<file path="src/rtl/xor_frame_accum.sv">
// xor_frame_accum: folds a valid/ready frame of WIDTH-bit beats into one XOR word, parity bit, beat count and overflow flag (in_*: beat stream, out_*: result)
module xor_frame_accum #(
  parameter int WIDTH = 8,
  parameter int MAXLEN = 16,
  parameter logic [WIDTH-1:0] INIT = {WIDTH{1'b0}},
  localparam int CW = $clog2(MAXLEN + 1)
) (
  input  logic             clk,
  input  logic             rst,
  input  logic             in_valid,
  output logic             in_ready,
  input  logic [WIDTH-1:0] in_data,
  input  logic             in_last,
  output logic             out_valid,
  input  logic             out_ready,
  output logic [WIDTH-1:0] out_word,
  output logic             out_parity,
  output logic [CW-1:0]    out_count,
  output logic             out_overflow
);
  typedef enum logic {ACC, DONE} state_t;
  state_t state_q, state_d;
  logic [WIDTH-1:0] acc_q, acc_d, word_q, word_d, acc_nx;
  logic [CW-1:0] cnt_q, cnt_d, count_q, count_d, cnt_nx;
  logic parity_q, parity_d, ovf_q, ovf_d, take, hit, fin, hs;
  always_comb begin
    in_ready = state_q == ACC;
    out_valid = state_q == DONE;
    take = in_valid & in_ready;
    hs = out_valid & out_ready;
    acc_nx = acc_q ^ in_data;
    cnt_nx = cnt_q + CW'(1);
    hit = cnt_nx == CW'(MAXLEN);
    fin = take & (in_last | hit);
    state_d = fin ? DONE : hs ? ACC : state_q;
    acc_d = hs ? INIT : take ? acc_nx : acc_q;
    cnt_d = hs ? '0 : take ? cnt_nx : cnt_q;
    word_d = fin ? acc_nx : word_q;
    count_d = fin ? cnt_nx : count_q;
    parity_d = fin ? ^acc_nx : parity_q;
    ovf_d = fin ? hit & ~in_last : ovf_q;
  end
  always_ff @(posedge clk) begin
    if (rst) begin
      state_q <= ACC;
      acc_q <= INIT;
      cnt_q <= '0;
      word_q <= '0;
      count_q <= '0;
      parity_q <= 1'b0;
      ovf_q <= 1'b0;
    end else begin
      state_q <= state_d;
      acc_q <= acc_d;
      cnt_q <= cnt_d;
      word_q <= word_d;
      count_q <= count_d;
      parity_q <= parity_d;
      ovf_q <= ovf_d;
    end
  end
  assign out_word = word_q;
  assign out_count = count_q;
  assign out_parity = parity_q;
  assign out_overflow = ovf_q;
endmodule

</file>
<file path="config.mk">
export PLATFORM = sky130hd
export DESIGN_NAME = xor_frame_accum
export DESIGN_NICKNAME = d
export VERILOG_FILES = /design/src/rtl/xor_frame_accum.sv
export SDC_FILE = /design/constraint.sdc
export NUM_CORES = 1
export LEC_CHECK = 0
export CAP_MARGIN = 20
export CELL_PAD_IN_SITES_DETAIL_PLACEMENT = 2
export CELL_PAD_IN_SITES_GLOBAL_PLACEMENT = 2
export CORE_MARGIN = 2
export CORE_UTILIZATION = 31
export CTS_BUF_LIST = sky130_fd_sc_hd__clkbuf_4 sky130_fd_sc_hd__clkbuf_8 sky130_fd_sc_hd__clkbuf_16
export CTS_CLUSTER_DIAMETER = 150
export DETAILED_ROUTE_END_ITERATION = 10
export GPL_ROUTABILITY_DRIVEN = 1
export GPL_TIMING_DRIVEN = 0
export HOLD_SLACK_MARGIN = 0.05
export PLACE_DENSITY_LB_ADDON = 0.12
export SLEW_MARGIN = 0
export SYNTH_ARGS = -nofsm -noshare
export SYNTH_HDL_FRONTEND = slang
export SYNTH_SLANG_ARGS = --single-unit
export TNS_END_PERCENT = 30
</file>
<file path="constraint.sdc">
create_clock -name clk -period 2.3 [get_ports clk]
set_input_delay 0.46 -clock clk [delete_from_list [all_inputs] [get_ports clk]]
set_output_delay 0.46 -clock clk [all_outputs]
set_load 0.01 [all_outputs]
</file>
After elaboration in Yosys (flattened, before gate mapping)
Index checks and enable logic that the tools add are counted.
- output and inout bits: 17
- input port bits: 13
- bits in registers: 29
- logic and storage cells: 22
- eq/ne operators: 1
- bitwise logic cells: 8
- muxes and demuxes: 2
- add/subtract/negate cells: 1
- reductions and logical operators: 3
- operators with widths (cell ; number):
    8-bit XOR reduction ; 1
    8-bit XOR ; 1
    5-bit by 1-bit adder with 5-bit output, second input constant ; 1
    5-bit equality test, second input constant ; 1
    1-bit AND ; 4
    1-bit 2-to-1 mux ; 2
    1-bit NOT ; 2
    2-bit nonzero test ; 1
    2-bit OR reduction ; 1
    1-bit bitwise OR ; 1

Logic depth before layout (Yosys ltp)
- depth in word-level cells: 5
- mapped depth: 7
- gate-level depth less buffers: 6

Worst setup path after synthesis
No wires, ideal clock.
- kind: flip-flop to flip-flop
- start: reg cnt_q[0]
- end: reg word_q[3] (netlist: out_word[3])
- clock period less this slack: 1.738 ns
- stages on the path, launching flop included: 8
- data arrival time: 1.604 ns
- buffers on the path: 1
- slack: 0.562 ns
- library setup time: 0.135 ns
- required time: 2.165 ns
- cells stage by stage: dfxtp_1 > ha_1 > xor2_1 > and3_4 > o2111a_4 > buf_12 > nor3_2 > nor3_2
- cells in the longest elaborated chain, start to end: 4
- RTL lines (element ; line ; RTL):
    start, declared ; 24 ; logic [CW-1:0] cnt_q, cnt_d, count_q, count_d, cnt_nx;
    start signal, assigned ; 55 ; cnt_q <= cnt_d;
    5-bit by 1-bit adder with 5-bit output ; 32 ; cnt_nx = cnt_q + CW'(1);
    5-bit equality test ; 33 ; hit = cnt_nx == CW'(MAXLEN);
    1-bit bitwise OR ; 34 ; fin = take & (in_last | hit);
    1-bit AND ; 34 ;
    end signal, assigned ; 56 ; word_q <= word_d;
    end, declared ; 23 ; logic [WIDTH-1:0] acc_q, acc_d, word_q, word_d, acc_nx;
No other way between the ends.
A chain may end at the register's enable or synchronous reset.

Final worst setup path
- start: reg cnt_q[0]
- end: reg word_q[7] (netlist: out_word[7])
The elaborated chain is that of the path after synthesis.

==> flow_summary_export.csv <==
group,metric,value,unit
cells_and_area,fin_area,0.00192,mm^2
power,p_per_area,669,mW/mm^2
detailed_routing,ant_nets,0,
timing,fin_crit,1.97,ns
detailed_routing,avgViaCountPerCell,4.83,
flow_run,maxCapViolCount,0,
timing,fin_crit_sh,85.7,%
detailed_routing,drt_wl_total,3490,um
timing,hold_violations,0,
worst_setup_path,cp_max_fo,10,
status,status,"completed",
cells_and_area,areaGrowthSynthToFinish,29.5,%
die,start_util,31.9,%
die,die_w,73.2,um
worst_setup_path,criticalPathCategory,"flop to flop",
yosys,synth_cell_types,33,
grt,track_usage,14.8,%
clock_tree,cts_buffers,5,
timing,fmax,507,MHz
cells_and_area,drive_gt1_share,18.9,%
yosys,synth-seq-area-share,39.1,%
placement,dp_hpwl,2720,um
clock_tree,cts_tree,"yes",
clock_tree,cts_resized,0,
yosys,ys_seq_elements,29,
detailed_routing,vias,1155,
clock_tree,cts_setup_buffers,0,
yosys,syn-mean-instance-area,9.90,um^2
worst_setup_path,cp.arrival,2.12,ns
detailed_routing,drc,0,
clock_tree,cts_max_path_buffers,2,
power,irDropWorstVdd,0.000244,V
die,die_height,73.2,um
timing,worst_slew_pin_slew,0.614,ns
yosys,synth_fp_nets,165,
timing,finalSetupTns,0,ns
grt,grt_pass1_wl,5990,um
min_path,worstHoldPathType,"flop to flop",
yosys,netlist_area,0.00149,mm^2
clock_tree,clock_sinks,29,
cells_and_area,final_common_cell,"dfxtp_1",
die,io_pins,30,
detailed_routing,wl_per_cell,14.6,um
timing,setup_viol,0,
yosys,ys_warn_count,0,
die,core,0.00466,mm^2
clock_tree,clk_latency,0.28,ns
clock_tree,clk_pin_slew,0.06,ns
cells_and_area,nFillCells,521,
grt,grt_max_degree,11,
clock_tree,htreeDepth,2,
worst_setup_path,cp.required,2.45,ns
detailed_routing,dr.first_iter.drc_count,14,
grt,overflow,0,
power,power.leakage,0.000772,uW
placement,placed_area,0.00183,mm^2
timing,clock_skew,0.00192,ns
grt,antenna_found_initial,0,
placement,routabilityCongestion,0.690,
worst_setup_path,endpoint_kind,"flop",
cells_and_area,final_nets,200,
timing,grt_setup_unrepaired,"false",
cells_and_area,antenna_cells,0,
cells_and_area,final_util,41.3,%
worst_setup_path,critPathLaunchType,"flop",
die,std_cell_rows,25,
cells_and_area,final_cell_mix,"dfxtp_1, clkdlybuf4s50_1, xor2_1",
timing,relSlewSlack,59.0,%
detailed_routing,drt-pass1-iter-count,3,
grt,grt_pass1_vias,1211,
yosys,synthCells,150,
clock_tree,cts-root-buf,"clkbuf_8",
timing,slew_violations,0,
clock_tree,cts_hold_buf,0,
die,die_area,0.00536,mm^2
placement,io_buffer_count,28,
-- through the flow --
step	worst slack [ns]	total power (uW)	hold WS [ns]	std cells
global placement	0.119	857	0.476	232
CTS	0.316	1310	0.479	239
detailed placement	0.0895	865	0.469	232
finish	0.329	1290	0.472	239
floorplan	0.562	757	0.492	150
global route	0.140	1360	0.512	239
-- flip-flops by register name (all words and copies together), names as in the netlist --
name	cells
out_word	8
acc_q	8
out_parity	1
cnt_q	5
out_overflow	1
out_valid	1
out_count	5
-- critical path, cell delays in order, from the launching register on --
cell and delay [ns]:
dfxtp_1 0.43, ha_1 0.31, xor2_1 0.19, and3_4 0.21, o2111ai_2 0.20, buf_4 0.24, a21oi_1 0.21, nor3_2 0.05
-- power by group --
group,internal [uW],total (uW),switching [uW]
Combinational,155,286,131
Sequential,539,566,27.7
Clock,249,434,185
-- final timing paths --
path / from / endpoint / slack, ns / depth (start not counted)
max: cnt_q[0] / out_word[7] / 0.33 / 7
min: out_count[0] / out_count[0] / 0.47 / 2
max reg2reg: cnt_q[0] / out_word[7] / 0.33 / 7
min reg2reg: out_count[0] / out_count[0] / 0.47 / 2
-- synthesized netlist by cell type --
| master | instances | area (um^2) |
|---|---|---|
| o2111a_4 | 1 | 20.0 |
| ha_1 | 2 | 25.0 |
| clkbuf_1 | 4 | 15.0 |
| nand4_1 | 1 | 6.26 |
| nor3_2 | 17 | 170 |
| nor3_1 | 3 | 15.0 |
| and2_0 | 1 | 6.26 |
| a31oi_1 | 1 | 6.26 |
| nand2_1 | 12 | 45.0 |
| xor3_1 | 2 | 47.6 |
| nor3b_2 | 1 | 12.5 |
| nand2b_1 | 1 | 6.26 |
| inv_1 | 2 | 7.51 |
| xnor2_1 | 3 | 26.3 |
| buf_12 | 1 | 20.0 |
| nor2_1 | 15 | 56.3 |
| xor2_1 | 24 | 210 |
| o21ai_2 | 1 | 8.76 |
| nor2b_1 | 1 | 6.26 |
| and3_4 | 2 | 22.5 |
| o2111ai_2 | 1 | 15.0 |
| a211oi_1 | 3 | 22.5 |
| buf_2 | 1 | 5.00 |
| a21oi_2 | 1 | 8.76 |
| dfxtp_1 | 29 | 581 |
| nand3_1 | 3 | 15.0 |
| mux2i_1 | 1 | 10.0 |
| a21oi_1 | 10 | 50.1 |
| o21a_1 | 1 | 7.51 |
| a21o_1 | 2 | 15.0 |
| buf_4 | 1 | 7.51 |
| buf_1 | 1 | 3.75 |
| buf_6 | 1 | 11.3 |
-- cell families (layout without fill, tap and decap cells) --
group,count (synthesis),in the layout,synth area share (%)
and+or+nand+nor,57,57,24.3
xor gates and xnor gates,29,29,19.1
DFF,29,29,39.1
AOI/OAI and AO/OA,21,21,10.4
buffers and inverters,11,46,4.72
adders and majority gates,2,2,1.68
muxes,1,1,0.674
-- final cells by class --
type,instances,area (um^2),share of cell area (%)
flip-flops and latches,29,581,30.2
repair buffers,28,280,14.6
inverters,2,7.51,0.390
plain buffers,9,62.6,3.25
well taps,54,67.6,3.51
multi-input cells,110,835,43.4
clock buffers,7,90.1,4.68
-- metal layers --
metal,track usage (%),up-vias,wire length [um]
met4,5.56,0,53
li1,-,572,-
met3,4.28,5,157
met1,19.7,556,1640
met2,22.6,22,1640
met5,0,-,0
Note: power is estimated with default switching activity, not from simulation.
